===== src/rtl/sim_run_ctrl_pkg.sv =====
// Shared types and default constants for the simulation run controller.
package sim_run_ctrl_pkg;

  // Run-controller phases: core held in reset, program running,
  // pipeline draining after the tohost store, and finished.
  typedef enum logic [1:0] {
    HOLD  = 2'd0,
    RUN   = 2'd1,
    DRAIN = 2'd2,
    DONE  = 2'd3
  } state_e;

  localparam logic [31:0] TOHOST_ADDR_DEF = 32'h0000_00FC;
  localparam int          PASS_CODE_DEF   = 1;

  // Default width of the cycle and retire counters.
  localparam int CNT_W_DEF = 32;
  // Width of the shared HOLD/DRAIN phase counter, so RESET_CYCLES and
  // DRAIN_CYCLES must stay below 2**PHASE_W.
  localparam int PHASE_W   = 16;

endpackage


===== src/rtl/sim_run_ctrl_if.sv =====
// Snoop bundle between the core and the run controller: writeback-stage
// retire signals and the data-memory write port.
interface sim_run_ctrl_if #(
  parameter int PC_W   = 32,
  parameter int DATA_W = 32
);
  logic              retire_valid;
  logic [PC_W-1:0]   retire_pc;
  logic              mem_we;
  logic [DATA_W-1:0] mem_addr;
  logic [DATA_W-1:0] mem_wdata;

  // The core (or a bench standing in for it) drives the bundle.
  modport master (output retire_valid, retire_pc, mem_we, mem_addr, mem_wdata);
  // The run controller only observes it.
  modport slave  (input  retire_valid, retire_pc, mem_we, mem_addr, mem_wdata);
endinterface


===== src/rtl/sim_run_ctrl_sat_counter.sv =====
// Saturating up-counter with synchronous clear; sticks at all-ones.
module sat_counter #(
  parameter int W = 32
) (
  input  logic         clk,
  input  logic         clr,
  input  logic         en,
  output logic [W-1:0] q
);

  // Count enabled cycles, holding at the maximum instead of wrapping.
  // NOTE: sequential state is updated with <= so every flop samples
  // the pre-edge values regardless of process ordering.
  always_ff @(posedge clk) begin
    if (clr) begin
      q <= '0;
    end else if (en && (q != '1)) begin
      q <= q + W'(1);
    end
  end

endmodule


===== src/rtl/sim_run_ctrl.sv =====
// Run controller for umips_top bring-up: holds the core in reset for
// RESET_CYCLES, counts cycles and retirements, ends the run on a tohost
// store (plus a pipeline drain) or a cycle timeout, and reports the result.
// Optional build macro SIM_RUN_CTRL_HALT_LOOP_EN adds detection of a PC
// self-loop as a passing halt.
module sim_run_ctrl
  import sim_run_ctrl_pkg::*;
#(
  parameter int                PC_W           = 32,
  parameter int                DATA_W         = 32,
  parameter int                CNT_W          = CNT_W_DEF,
  parameter int                RESET_CYCLES   = 2,
  parameter int                TIMEOUT_CYCLES = 50,
  parameter int                DRAIN_CYCLES   = 4,
  parameter logic [DATA_W-1:0] TOHOST_ADDR    = DATA_W'(TOHOST_ADDR_DEF),
  parameter logic [DATA_W-1:0] PASS_CODE      = DATA_W'(PASS_CODE_DEF),
  parameter int                LOOP_CYCLES    = 8
) (
  input  logic              clk,
  input  logic              reset,
  sim_run_ctrl_if.slave     bus,
  output logic              core_reset,
  output logic [CNT_W-1:0]  cycle_cnt,
  output logic [CNT_W-1:0]  retire_cnt,
  output logic [DATA_W-1:0] exit_code,
  output logic              done,
  output logic              pass,
  output logic              fail,
  output logic              timeout,
  output logic              halted
);

  localparam logic [PHASE_W-1:0] HOLD_LAST    = PHASE_W'(RESET_CYCLES - 1);
  localparam logic [PHASE_W-1:0] DRAIN_LAST   = PHASE_W'(DRAIN_CYCLES - 1);
  localparam logic [CNT_W-1:0]   TIMEOUT_LAST = CNT_W'(TIMEOUT_CYCLES - 1);
  // With no drain budget the run ends on the very cycle of the hit.
  localparam state_e             AFTER_HIT    = (DRAIN_CYCLES == 0) ? DONE : DRAIN;

  state_e              state, state_d;
  logic [PHASE_W-1:0]  phase_cnt, phase_cnt_d;
  logic [DATA_W-1:0]   exit_code_d;
  logic                timeout_d, halted_d;
  logic                tohost_hit, loop_hit, counting;

  assign tohost_hit = bus.mem_we && (bus.mem_addr == TOHOST_ADDR);
  assign counting   = (state == RUN) || (state == DRAIN);

  sat_counter #(.W(CNT_W)) u_cycle_cnt (
    .clk (clk),
    .clr (!reset),
    .en  (counting),
    .q   (cycle_cnt)
  );

  sat_counter #(.W(CNT_W)) u_retire_cnt (
    .clk (clk),
    .clr (!reset),
    .en  (counting && bus.retire_valid),
    .q   (retire_cnt)
  );

`ifdef SIM_RUN_CTRL_HALT_LOOP_EN
  // Length of the current run of retirements at one PC; 0 until the
  // first retirement of the run phase.
  logic [PC_W-1:0]  last_pc;
  logic [CNT_W-1:0] run_len, run_len_d;

  assign run_len_d = ((run_len != '0) && (bus.retire_pc == last_pc)) ?
                     run_len + CNT_W'(1) : CNT_W'(1);
  assign loop_hit  = (state == RUN) && bus.retire_valid &&
                     (run_len_d == CNT_W'(LOOP_CYCLES));

  // Track the last retired PC and how many times in a row it retired.
  always_ff @(posedge clk) begin
    if (!reset) begin
      last_pc <= '0;
      run_len <= '0;
    end else if ((state == RUN) && bus.retire_valid) begin
      last_pc <= bus.retire_pc;
      run_len <= run_len_d;
    end
  end
`else
  // Without the loop detector the retire PC and loop length are not used.
  logic unused_loop;
  assign unused_loop = ^{bus.retire_pc, 32'(LOOP_CYCLES)};
  assign loop_hit    = 1'b0;
`endif

  // Next-state and next-result logic for the run phases.
  // NOTE: every output of this block gets a default first, so no path
  // leaves a variable unassigned and no latch is inferred.
  always_comb begin
    state_d     = state;
    phase_cnt_d = '0;
    exit_code_d = exit_code;
    timeout_d   = timeout;
    halted_d    = halted;
    unique case (state)
      HOLD: begin
        if (phase_cnt == HOLD_LAST) state_d = RUN;
        else                        phase_cnt_d = phase_cnt + PHASE_W'(1);
      end
      RUN: begin
        if (tohost_hit) begin
          exit_code_d = bus.mem_wdata;
          state_d     = AFTER_HIT;
        end else if (loop_hit) begin
          halted_d    = 1'b1;
          exit_code_d = PASS_CODE;
          state_d     = AFTER_HIT;
        end else if (cycle_cnt == TIMEOUT_LAST) begin
          timeout_d   = 1'b1;
          state_d     = DONE;
        end
      end
      DRAIN: begin
        if (phase_cnt == DRAIN_LAST) state_d = DONE;
        else                         phase_cnt_d = phase_cnt + PHASE_W'(1);
      end
      DONE: ;
    endcase
  end

  // State and registered status outputs; results are derived from the
  // next state so done/pass/fail rise together on the entry edge.
  always_ff @(posedge clk) begin
    if (!reset) begin
      state      <= HOLD;
      phase_cnt  <= '0;
      core_reset <= 1'b1;
      exit_code  <= '0;
      done       <= 1'b0;
      pass       <= 1'b0;
      fail       <= 1'b0;
      timeout    <= 1'b0;
      halted     <= 1'b0;
    end else begin
      state      <= state_d;
      phase_cnt  <= phase_cnt_d;
      core_reset <= !((state_d == RUN) || (state_d == DRAIN));
      exit_code  <= exit_code_d;
      done       <= (state_d == DONE);
      pass       <= (state_d == DONE) && (exit_code_d == PASS_CODE);
      fail       <= (state_d == DONE) && (exit_code_d != PASS_CODE);
      timeout    <= timeout_d;
      halted     <= halted_d;
    end
  end

endmodule


===== src/flat_wrapper.sv =====
// flat-port wrapper written by rule: the top's interface ports become plain ports
module sim_run_ctrl_flat import sim_run_ctrl_pkg::*;
#(
  parameter int                PC_W           = 32,
  parameter int                DATA_W         = 32,
  parameter int                CNT_W          = CNT_W_DEF,
  parameter int                RESET_CYCLES   = 2,
  parameter int                TIMEOUT_CYCLES = 50,
  parameter int                DRAIN_CYCLES   = 4,
  parameter logic [DATA_W-1:0] TOHOST_ADDR    = DATA_W'(TOHOST_ADDR_DEF),
  parameter logic [DATA_W-1:0] PASS_CODE      = DATA_W'(PASS_CODE_DEF),
  parameter int                LOOP_CYCLES    = 8
)
  (clk, reset, core_reset, cycle_cnt, retire_cnt, exit_code, done, pass, fail, timeout, halted, bus_retire_valid, bus_retire_pc, bus_mem_we, bus_mem_addr, bus_mem_wdata);
  sim_run_ctrl_if #(.PC_W(PC_W), .DATA_W(DATA_W)) bus_i ();
  input  logic clk;
  input  logic reset;
  output logic core_reset;
  output logic [CNT_W-1:0] cycle_cnt;
  output logic [CNT_W-1:0] retire_cnt;
  output logic [DATA_W-1:0] exit_code;
  output logic done;
  output logic pass;
  output logic fail;
  output logic timeout;
  output logic halted;
  input wire logic [$bits(bus_i.retire_valid)-1:0] bus_retire_valid;
  input wire logic [$bits(bus_i.retire_pc)-1:0] bus_retire_pc;
  input wire logic [$bits(bus_i.mem_we)-1:0] bus_mem_we;
  input wire logic [$bits(bus_i.mem_addr)-1:0] bus_mem_addr;
  input wire logic [$bits(bus_i.mem_wdata)-1:0] bus_mem_wdata;
  assign bus_i.retire_valid = bus_retire_valid;
  assign bus_i.retire_pc = bus_retire_pc;
  assign bus_i.mem_we = bus_mem_we;
  assign bus_i.mem_addr = bus_mem_addr;
  assign bus_i.mem_wdata = bus_mem_wdata;
  sim_run_ctrl #(.PC_W(PC_W), .DATA_W(DATA_W), .CNT_W(CNT_W), .RESET_CYCLES(RESET_CYCLES), .TIMEOUT_CYCLES(TIMEOUT_CYCLES), .DRAIN_CYCLES(DRAIN_CYCLES), .TOHOST_ADDR(TOHOST_ADDR), .PASS_CODE(PASS_CODE), .LOOP_CYCLES(LOOP_CYCLES)) u_core (.clk(clk), .reset(reset), .bus(bus_i), .core_reset(core_reset), .cycle_cnt(cycle_cnt), .retire_cnt(retire_cnt), .exit_code(exit_code), .done(done), .pass(pass), .fail(fail), .timeout(timeout), .halted(halted));
endmodule

===== config.mk =====
export PLATFORM = sky130hd
export DESIGN_NAME = sim_run_ctrl_flat
export DESIGN_NICKNAME = d
export VERILOG_FILES = /design/src/rtl/sim_run_ctrl_pkg.sv /design/src/rtl/sim_run_ctrl_if.sv /design/src/rtl/sim_run_ctrl_sat_counter.sv /design/src/rtl/sim_run_ctrl.sv /design/src/flat_wrapper.sv
export SDC_FILE = /design/constraint.sdc
export NUM_CORES = 1
export LEC_CHECK = 0
export CAP_MARGIN = 20
export CORE_ASPECT_RATIO = 0.7
export CORE_UTILIZATION = 57
export DETAILED_ROUTE_END_ITERATION = 8
export DONT_BUFFER_PORTS = 1
export PLACE_DENSITY = 0.75
export SETUP_SLACK_MARGIN = 0.15
export SYNTH_ARGS = -nofsm -noshare
export SYNTH_HDL_FRONTEND = slang
export SYNTH_HIERARCHICAL = 1
export SYNTH_SLANG_ARGS = --single-unit

===== constraint.sdc =====
create_clock -name clk -period 2.6 [get_ports clk]
set_input_delay 0.39 -clock clk [delete_from_list [all_inputs] [get_ports clk]]
set_output_delay 0.39 -clock clk [all_outputs]
set_load 0.02 [all_outputs]

# Word level (Yosys, flattened, before mapping)
# Cells that the tools add are included.
# Widths: inputs -> output; s select.
[classes] bitwise=1 eq_ne=13 reduce_logical=11 add_sub_neg=3 mux=10
[ops] cell="$add 32x1->32 const B" n=2
[ops] cell="$mux 32" n=2
[ops] cell="$ne 32x32->1 const B" n=2
[ops] cell="$eq 32x1->1 const B" n=1
[ops] cell="$eq 32x6->1 const B" n=1
[ops] cell="$eq 32x8->1 const B" n=1
[ops] cell="$mux 16" n=2
[ops] cell="$ne 32x1->1 const B" n=1
[ops] cell="$pmux 16 s2" n=1
[ops] cell="$add 16x1->16 const B" n=1
[ops] cell="$eq 16x1->1 const B" n=1
[ops] cell="$eq 16x2->1 const B" n=1
[ops] cell="$mux 2" n=4
[ops] cell="$eq 2x2->1 const B" n=3
[ops] cell="$logic_and 1x1->1" n=6
[ops] cell="$pmux 2 s3" n=1
[ops] cell="$eq 2x1->1 const B" n=2
[ops] cell="$reduce_and 3->1" n=1
[ops] cell="$logic_not 2->1" n=1
[ops] cell="$logic_or 1x1->1" n=2
[ops] cell="$logic_not 1->1" n=1
[ops] cell="$not 1->1" n=1
[totals] register_bits=119 elab_cells=48 output_inout_bits=102

# Depth between registers and ports, before layout
# Gate-level depths: netlist of the first run.
[depth] ltp_word=7 ltp_mapped=9

# Modules after synthesis
# The synthesis of the first run kept the hierarchy.
[by_module_without_submodules] module="sat_counter" area_per_inst_um2=1674.1 cells_each=199 instances=2
[by_module_without_submodules] module="sim_run_ctrl" area_per_inst_um2=2541.2 cells_each=312 instances=1

# Worst setup path before layout of the first run
# No wires, ideal clock.
[synth_path] kind="register -> register" from="register u_core.state[0]" to="register u_core.u_retire_cnt.q[31]" t_arrival_ns=2.512 slack_ns=-0.033 setup_ns=0.121 path_stages_with_launch=9 synth_period_minus_slack_ns=2.633 path_buffers=0 required_ns=2.479 path_cell_list="dfxtp_1 inv_1 ha_1 and2_1 nand4_1 nor4_2 nand4_1 nor4_1 mux2_2"
[synth_via] elab_chain_cells=4 word_cells_on_any_way=5 cone_classes="eq/ne: 2; reduce/logical: 3"
[synth_rtl] element="start: declaration" line_no="sim_run_ctrl.sv:39" rtl="state_e state, state_d;"
[synth_rtl] element="start signal: assignment" line_no="sim_run_ctrl.sv:139" rtl="state <= state_d;"
[synth_rtl] element="$eq 2x1->1 or $eq 2x2->1 (tied branches)" line_no="sim_run_ctrl.sv:46" rtl="assign counting = (state == RUN) || (state == DRAIN);"
[synth_rtl] element="$logic_or 1x1->1 *" line_no="sim_run_ctrl.sv:46"
[synth_rtl] element="net u_core.counting" line_no="sim_run_ctrl.sv:43" rtl="logic tohost_hit, loop_hit, counting;"
[synth_rtl] element="$logic_and 1x1->1 *" line_no="sim_run_ctrl.sv:58" rtl=".en (counting && bus.retire_valid),"
[synth_rtl] element="$logic_and 1x1->1 *" line_no="sim_run_ctrl_sat_counter.sv:17" rtl="end else if (en && (q != '1)) begin"
[synth_rtl] element="end signal: assignment" line_no="sim_run_ctrl_sat_counter.sv:18" rtl="q <= q + W'(1);"
[synth_rtl] element="end: declaration" line_no="sim_run_ctrl_sat_counter.sv:8" rtl="output logic [W-1:0] q"
# Mark *: on every way through the listed nets, which the timed path passes. The rest lies on a longest branch.
# A chain may end at the register's enable or synchronous reset.

# Worst setup path after layout of the first run
[layout_path] from="register u_core.state[1]" to="register u_core.u_retire_cnt.q[25]"
# Same word-level chain as after synthesis.

==> flow_summary.ini, run 1 <==
[run_status]
status = completed

[power]
switching_power_mw = 1.21
p_per_area_nw_per_um2 = 665
power_mw = 4.77
clkPwrFrac_pct = 52.3
switching_share_pct = 25.3
p_int_mw = 3.56
leakage_nw = 2.41
ir_drop_v = 0.000479
pwr-share-comb_pct = 7.9
seqPwrFrac_pct = 39.7

[route]
first_pass_iters = 5
drt_iter0_drc = 640
via_per_inst = 6.51
route.detailed.drc = 0
dr_total_vias = 5910
ant_nets = 0
wl_um = 16700
avgRoutedWirePerCell_um = 18.4

[timing]
max_freq_mhz = 404
min_period_over_period_pct = 95.2
fin_setup_tns_ns = 0
hold_violations = 0
setup_viol = 0
rsz0062_at_grt = true
skew_ns = 0.00791
fin_ws_ns = 0.125
worst_pin_slew_ns = 0.865
slew_viol_final = 0
maxSlewHeadroom_pct = 42.3
finalCriticalPeriod_ns = 2.47

[grt]
grt_max_degree = 46
overflow = 0
antenna_found_initial = 0
grt_first_pass_wirelength_um = 25400
grt_pass1_vias = 5338
grt_use_total_pct = 30.4

[logic_synthesis]
ys.warnings.count = 6
synth-seq-area-share_pct = 40.5
netlist.area_leader.share_pct = 40.5
ys_async_sr_fraction_pct = 0
avgSynthCellArea_um2 = 8.29
ys_seq_elements = 119
synth-edff-count = 0
synth_cells = 710
synth_area_leaders = dfxtp_1 (40%), a21oi_1 (6.5%), nand2_1 (6.2%)
syn_nets = 819
ys_types = 54
synth_flop_cell = dfxtp_1
synth.largest_area_cell = dfxtp_1
syn_area_um2 = 5890

[critical_path]
critPathLaunchType = flop
path_max_fanout = 5
critPathBufInv = 3
path_cells = inv_4 -> ha_4 -> and2_4 -> nand4_1 -> nor4_4 -> buf_4 -> buf_4 -> nand3_2 -> or4_4 -> a21oi_2
worst_r2r_path_depth = 10
startpoint = u_core/state[1]
cpPeakStageDelay_ns = 0.42
cp.arrival_ns = 2.81
cpMostUsedCell = buf_4
cp_top_family = simple AND/OR/NAND/NOR gates
rrSetupSlack_ns = 0.13
worstPathRequired_ns = 2.93
r2r-start = u_core/state[1]
cpMaxStageDelayCell = or4_4
crit_path_end_kind = flop
path_class = flop to flop
timing.rr.end = u_core/u_retire_cnt/q[25]

[clock_network]
cts_buffers = 17
cts.sinks = 119
h-tree-depth = 4
cts_tree = done
clock_path_buffers = 2
clock_latency_ns = 0.41
path_clk_slew_ns = 0.06
root_buffer = clkbuf_16

[cells_and_area]
layout_commonest_cell = dfxtp_1
syn_to_final_growth_pct = 21.7
fin_nets = 876
antenna_cells = 0
drive_above_1_share_pct = 18.7
final_cell_mix = dfxtp_1 (114), nand2_1 (97), a21oi_1 (75)
fin_cells = 908

[place]
dp_hpwl_um = 11700
pre_cts_slack_ns = 0.140
io_buffers = 0
post-place-cells = 865
gp_congestion = 0.863

[min_path]
hp-class = input pin to flop
min_to = u_core/core_reset
min_from = reset
hold_depth = 1

[die]
dieArea_um2 = 10700
die_x_um = 123
coreArea_um2 = 9870
start_util_pct = 59.7
ios = 202
row_count = 30
die_h_um = 87.0

[job]
drv_cap = 0
final cells by class:
type | count | area [um^2]
clock buffers | 17 | 425
clock inverters | 15 | 204
fillers | 754 | 2710
inverters | 8 | 32.5
multi-input cells | 549 | 3400
flip-flops and latches | 119 | 2390
well taps | 128 | 160
repair buffers | 72 | 553
registers in the layout, summed over array words and instances, names as in the netlist:
name	cells
u_core/fail	1
u_core/u_retire_cnt/q	32
u_core/timeout	1
u_core/done	1
u_core/phase_cnt	16
u_core/pass	1
u_core/core_reset	1
u_core/state	2
u_core/exit_code	32
u_core/u_cycle_cnt/q	32
Yosys cell counts (6+ instances only):
| master | number |
|---|---|
| o31ai_1 | 24 |
| or4_1 | 24 |
| nor4_1 | 34 |
| and2_1 | 6 |
| a21oi_1 | 77 |
| o21ai_0 | 17 |
| nor2b_1 | 6 |
| ha_1 | 9 |
| buf_2 | 6 |
| inv_1 | 7 |
| nand2_1 | 97 |
| xor2_1 | 10 |
| clkbuf_1 | 23 |
| and3_1 | 10 |
| and4_1 | 11 |
| nor2_1 | 55 |
| dfxtp_1 | 119 |
| xnor2_1 | 18 |
| nor3_1 | 7 |
| or3_1 | 21 |
| nand4_1 | 32 |
| nand3_1 | 29 |
power by group through the flow:
stage / Sequential [mW] / Clock, mW / Combinational (mW)
2_1_floorplan: 1.95 / 0 / 0.248
3_3_place_gp: 1.93 / 0 / 0.341
3_5_place_dp: 1.93 / 0 / 0.355
4_1_cts: 1.89 / 2.52 / 0.361
5_1_grt: 1.90 / 2.61 / 0.413
6_report: 1.90 / 2.50 / 0.377
per-layer routing:
| layer | global-route usage [%] | part of all wire (%) | wire length, um |
|---|---|---|---|
| met1 | 37.8 | 42 | 6950 |
| met2 | 51.9 | 49 | 8180 |
| met3 | 6.28 | 8.3 | 1390 |
| met4 | 11.7 | 1.2 | 206 |
| met5 | 0 | 0 | 0 |
worst max-delay path by stage:
stage,endpoint,slack [ns],cells past startpoint
after floorplan,u_core/u_retire_cnt/q[31],0.20,8
after global placement,u_core/pass,0.20,8
after detailed placement,u_core/u_cycle_cnt/q[30],0.14,5
after CTS,u_core/u_retire_cnt/q[25],0.17,9
after global routing,u_core/u_retire_cnt/q[29],0.06,10
final,u_core/u_retire_cnt/q[25],0.13,10
through the flow:
stage	area [um^2]	hold slack [ns]	util, %
floorplan	5910	0.441	-
global placement	6390	0.460	64.7
detailed placement	6390	0.464	64.7
CTS	7020	0.0330	71.1
global route	7170	0.0433	72.6
finish	7170	0.0481	72.6
cell families (layout without fill, tap and decap cells):
family	after synthesis	count (layout)	share of synthesized area, %
buffers and inverters	42	112	3.31
flip-flops	119	119	40.5
other	1	1	0.0637
AND/OR/NAND/NOR	363	363	34.0
multiplexers	7	7	1.27
XOR/XNOR	28	28	4.16
adder cells (fa/ha/maj)	9	9	1.91
AO/OA/AOI/OAI	141	141	14.8
repair_timing:
item	CTS	global route
endpoints found under the setup margin	1	12
buffers inserted	0	11
hold buffers	0	0
resized for setup	1	18
pin swaps	0	8
hold endpoints to repair	0	0
gates cloned	0	0
No activity file was read; power rests on OpenSTA's default activity.
==> run 2, diff against run 1 <==
--- a/config.mk
+++ b/config.mk
@@ -6,7 +6,7 @@
 export NUM_CORES = 1
 export LEC_CHECK = 0
 export CAP_MARGIN = 20
-export CORE_ASPECT_RATIO = 0.7
+export CORE_ASPECT_RATIO = 0.8
 export CORE_UTILIZATION = 57
 export DETAILED_ROUTE_END_ITERATION = 8
 export DONT_BUFFER_PORTS = 1
@@ -16,3 +16,4 @@
 export SYNTH_HDL_FRONTEND = slang
 export SYNTH_HIERARCHICAL = 1
 export SYNTH_SLANG_ARGS = --single-unit
+export TNS_END_PERCENT = 1
==> flow_summary.ini, run 2 (synthesis gave the netlist of run 1 again) <==
[run_status]
status = completed

[die]
coreArea_um2 = 9850
ios = 202
row_count = 32
dieArea_um2 = 10700
die_h_um = 92.9
die_x_um = 116
start_util_pct = 59.8

[place]
io_buffers = 0
gp_congestion = 0.844
placed_cell_area_um2 = 6410
pre_cts_slack_ns = 0.145
dp_hpwl_um = 11800

[power]
switching_share_pct = 25.8
p_per_area_nw_per_um2 = 646
switching_power_mw = 1.17
clkPwrFrac_pct = 50.0
ir_drop_v = 0.000519
seqPwrFrac_pct = 41.9
leakage_nw = 2.33
pwr-share-comb_pct = 8.1
p_int_mw = 3.37

[critical_path]
crit_path_end_kind = flop
critPathLaunchType = flop
path_class = flop to flop
timing.rr.end = u_core/u_retire_cnt/q[29]
cp.arrival_ns = 2.74
path_max_fanout = 5
worst_r2r_path_depth = 9
worstPathRequired_ns = 2.94
rrSetupSlack_ns = 0.20
r2r-start = u_core/state[1]

[timing]
fin_setup_tns_ns = 0
slew_viol_final = 0
hold_violations = 0
rsz0062_at_grt = true
hold_ws_ns = 0.0618
setup_viol = 0
finalCriticalPeriod_ns = 2.40
skew_ns = 0.00866
max_freq_mhz = 417
fin_ws_ns = 0.201
worst_pin_slew_ns = 0.694
min_period_over_period_pct = 92.3
maxSlewHeadroom_pct = 53.7

[cells_and_area]
top_regs = u_core/exit_code (32), u_core/u_cycle_cnt/q (32), u_core/u_retire_cnt/q (32)
syn_to_final_growth_pct = 19.4
antenna_cells = 0
drive_above_1_share_pct = 17.0
fin_nets = 868
layout_commonest_cell = dfxtp_1
final_cell_mix = dfxtp_1 (116), nand2_1 (97), a21oi_1 (76)
n_fill_cell = 763
design_area_um2 = 7030

[route]
drt_iter0_drc = 433
ant_nets = 0
avgRoutedWirePerCell_um = 18.3
dr_total_vias = 5779
first_pass_iters = 6
via_per_inst = 6.36
wl_um = 16600
route.detailed.drc = 0

[min_path]
hold_depth = 1
min_from = reset
hp-class = input pin to flop
min_to = u_core/core_reset

[clock_network]
root_buffer = clkbuf_16
cts.sinks = 119
holdBufCountCts = 0
path_clk_slew_ns = 0.06
h-tree-depth = 4
cts_buffers = 17
clock_path_buffers = 2
clock_latency_ns = 0.41
cts_tree = done

[grt]
grt_max_degree = 39
antenna_found_initial = 0
overflow = 0
grt_use_total_pct = 31.3
grt_pass1_vias = 5521
grt_first_pass_wirelength_um = 26200

[job]
drv_cap = 0
-- run 2: changes by cell type in the layout (fill, tap and decap cells not counted), sizes merged --
cell and delta:
clkinvlp +1, inv -2, buf -8, bufinv -2
clkinv +2, clkbuf +1
-- run 2: cell type report --
class / instances / area [um^2] / share of cell area, %
clock buffers: 18 / 439 / 6.24
inverters: 8 / 30.0 / 0.427
repair buffers: 64 / 493 / 7.01
well taps: 136 / 170 / 2.42
clock inverters: 14 / 138 / 1.96
flip-flops and latches: 119 / 2390 / 33.9
multi-input cells: 549 / 3380 / 48.0
-- run 2: how the worst max path moves through the flow --
stage                                     end                startpoint  slack, ns  depth (start not counted)
floorplan           u_core/u_retire_cnt/q[31]           u_core/state[0]       0.20                          8
global placement                  u_core/pass          bus_mem_addr[17]       0.17                          8
detailed placement                u_core/pass           bus_mem_addr[9]       0.15                          8
CTS                               u_core/pass  u_core/u_cycle_cnt/q[19]       0.17                          9
global route        u_core/u_retire_cnt/q[30]  u_core/u_retire_cnt/q[9]       0.07                          5
finish              u_core/u_retire_cnt/q[29]           u_core/state[1]       0.20                          9
-- run 2: power by group through the flow --
stage | sequential, mW | combinational, mW | clock, mW
after floorplan | 1.95 | 0.248 | 0
after global placement | 1.94 | 0.337 | 0
after detailed placement | 1.94 | 0.357 | 0
after CTS | 1.90 | 0.359 | 2.30
after global routing | 1.90 | 0.404 | 2.39
final | 1.90 | 0.369 | 2.27
-- run 2: per-layer routing --
layer	track usage (%)	part of all wire, %	vias up
met1	37.0	41	2709
met2	53.0	49	296
met3	8.90	8.5	27
met4	12.9	1.6	0
met5	0	0	-
li1	-	-	2747
-- run 2: critical path, cell delays in order (launching register included) --
cell and delay (ns):
dfxtp_2 0.36, inv_2 0.07, ha_4 0.30, and2_4 0.17, nand4_1 0.19, nor4_4 0.36, buf_4 0.18, nand4_1 0.11
or4_1 0.43, a21oi_2 0.15
-- run 2: repair_timing --
item	in CTS	in global routing
buffers inserted	0	2
gates cloned	0	0
resized for setup	1	9
pin swaps	0	3
endpoints found under the setup margin	1	17
-- run 2: stage by stage --
| stage | power [mW] | utilization (%) | cells |
|---|---|---|---|
| 6_report | 4.54 | 71.4 | 908 |
| 5_1_grt | 4.70 | 71.4 | 908 |
| 4_1_cts | 4.56 | 71.0 | 906 |
| 3_5_place_dp | 2.30 | 65.1 | 874 |
| 3_3_place_gp | 2.27 | 65.1 | 874 |
| 2_1_floorplan | 2.19 | - | 710 |
==> run 3, diff against run 2 <==
--- a/config.mk
+++ b/config.mk
@@ -10,7 +10,7 @@
 export CORE_UTILIZATION = 57
 export DETAILED_ROUTE_END_ITERATION = 8
 export DONT_BUFFER_PORTS = 1
-export PLACE_DENSITY = 0.75
+export PLACE_DENSITY = 0.82
 export SETUP_SLACK_MARGIN = 0.15
 export SYNTH_ARGS = -nofsm -noshare
 export SYNTH_HDL_FRONTEND = slang
==> flow_summary.ini, run 3 (synthesis gave the netlist of run 1 again) <==
[run_status]
status = completed

[critical_path]
cpMostUsedCell = nand4_1
path_cells = inv_2 -> ha_4 -> and2_4 -> nand4_1 -> nor4_4 -> buf_4 -> nand4_1 -> or4_1 -> a21oi_1
critPathBufInv = 2
crit_path_end_kind = flop
worstPathRequired_ns = 2.94
cp.arrival_ns = 2.76
cpMaxStageDelayCell = or4_1
critPathLaunchType = flop
path_class = flop to flop
cpPeakStageDelay_ns = 0.41
path_max_fanout = 5
rrSetupSlack_ns = 0.18
cp_top_family = simple AND/OR/NAND/NOR gates

[clock_network]
h-tree-depth = 4
cts_tree = done
root_buffer = clkbuf_16
clock_path_buffers = 2
cts_buffers = 17
cts.sinks = 119
holdBufCountCts = 0
path_clk_slew_ns = 0.06
clock_latency_ns = 0.41

[die]
ios = 202
row_count = 32
start_util_pct = 59.8
dieArea_um2 = 10700
coreArea_um2 = 9850
die_x_um = 116
die_h_um = 92.9

[grt]
antenna_found_initial = 1
grt_max_degree = 33
overflow = 0
grt_first_pass_wirelength_um = 26200
grt_use_total_pct = 30.9
grt_pass1_vias = 5633

[cells_and_area]
design_area_um2 = 7040
layout_commonest_cell = dfxtp_1
syn_to_final_growth_pct = 19.6
top_regs = u_core/exit_code (32), u_core/u_cycle_cnt/q (32), u_core/u_retire_cnt/q (32)
final_cell_mix = dfxtp_1 (118), nand2_1 (97), a21oi_1 (77)
fin_nets = 872
drive_above_1_share_pct = 17.0

[place]
io_buffers = 0
dp_hpwl_um = 11500
gp_congestion = 0.794
placed_cell_area_um2 = 6430

[route]
ant_nets = 0
route.detailed.drc = 0
dr_total_vias = 5890
wl_um = 16300
first_pass_iters = 5
via_per_inst = 6.45
avgRoutedWirePerCell_um = 17.9
drt_iter0_drc = 294

[power]
leakage_nw = 2.34
ir_drop_v = 0.000418
p_per_area_nw_per_um2 = 633

[timing]
finalCriticalPeriod_ns = 2.42
setup_viol = 0
worst_pin_slew_ns = 0.560
fin_setup_tns_ns = 0
maxSlewHeadroom_pct = 61.7
rsz0062_at_grt = true
slew_viol_final = 0
max_freq_mhz = 412
hold_violations = 0
min_period_over_period_pct = 93.2
skew_ns = 0.00680

[job]
drv_cap = 0

[min_path]
hp-class = input pin to flop
-- run 3: changes by cell type in the layout (fill, tap and decap cells not counted), sizes merged --
| cell | before | now |
|---|---|---|
| buf | 64 | 68 |
| bufinv | 1 | 0 |
| clkinv | 4 | 2 |
| diode | 0 | 1 |
| clkinvlp | 2 | 5 |
-- run 3: area by class of cell --
cell class	count	area, um^2
clock buffers	18	439
clock inverters	14	115
repair buffers	68	523
multi-input cells	549	3380
flip-flops and latches	119	2380
diodes	1	2.50
well taps	136	170
inverters	8	30.0
fillers	764	2810
-- run 3: power breakdown --
part           total, mW  switching, mW  internal [mW]  leakage, nW
registers           1.90         0.0424           1.86        0.959
logic              0.374          0.218          0.156         1.13
clock network       2.18          0.917           1.26        0.259
total               4.46           1.18           3.28         2.34
-- run 3: metrics by stage --
| stage | setup WS, ns | cells | util (%) | power (mW) | hold slack [ns] |
|---|---|---|---|---|---|
| after floorplan | 0.200 | 710 | - | 2.19 | 0.441 |
| after global placement | 0.147 | 877 | 65.3 | 2.27 | 0.457 |
| after detailed placement | 0.120 | 877 | 65.3 | 2.30 | 0.476 |
| after CTS | 0.177 | 909 | 70.9 | 4.46 | 0.0556 |
| after global routing | 0.113 | 913 | 71.5 | 4.61 | 0.0504 |
| final | 0.176 | 913 | 71.5 | 4.46 | 0.0589 |
-- run 3: routing by layer --
metal  share of wire, %  global-route usage, %  up-vias  wire length (um)
met3                8.7                   9.10       50              1420
met4                3.3                   14.0        0               536
met2                 48                   52.7      295              7870
met5                  0                      0        -                 0
li1                   -                      -     2761                 -
met1                 40                   35.5     2784              6480
-- run 3: timing repair --
item                       4_1_cts  5_1_grt
setup endpoints to repair        0       14
buffers inserted                 0        3
gates resized for setup          0        8
-- run 3: worst register-to-register path: cells and delay by family (launching register included) --
family | cells | cell delay, ns
compound gates | 1 | 0.15
flops | 1 | 0.35
simple gates | 5 | 1.28
buf+inv | 2 | 0.26
fa+ha+maj | 1 | 0.30
-- run 3: final timing paths --
path / startpoint / to / depth (start not counted)
max: u_core/state[1] / u_core/u_retire_cnt/q[29] / 9
min: reset / u_core/core_reset / 1
max reg2reg: u_core/state[1] / u_core/u_retire_cnt/q[29] / 9
min reg2reg: u_core/phase_cnt[0] / u_core/phase_cnt[0] / 1
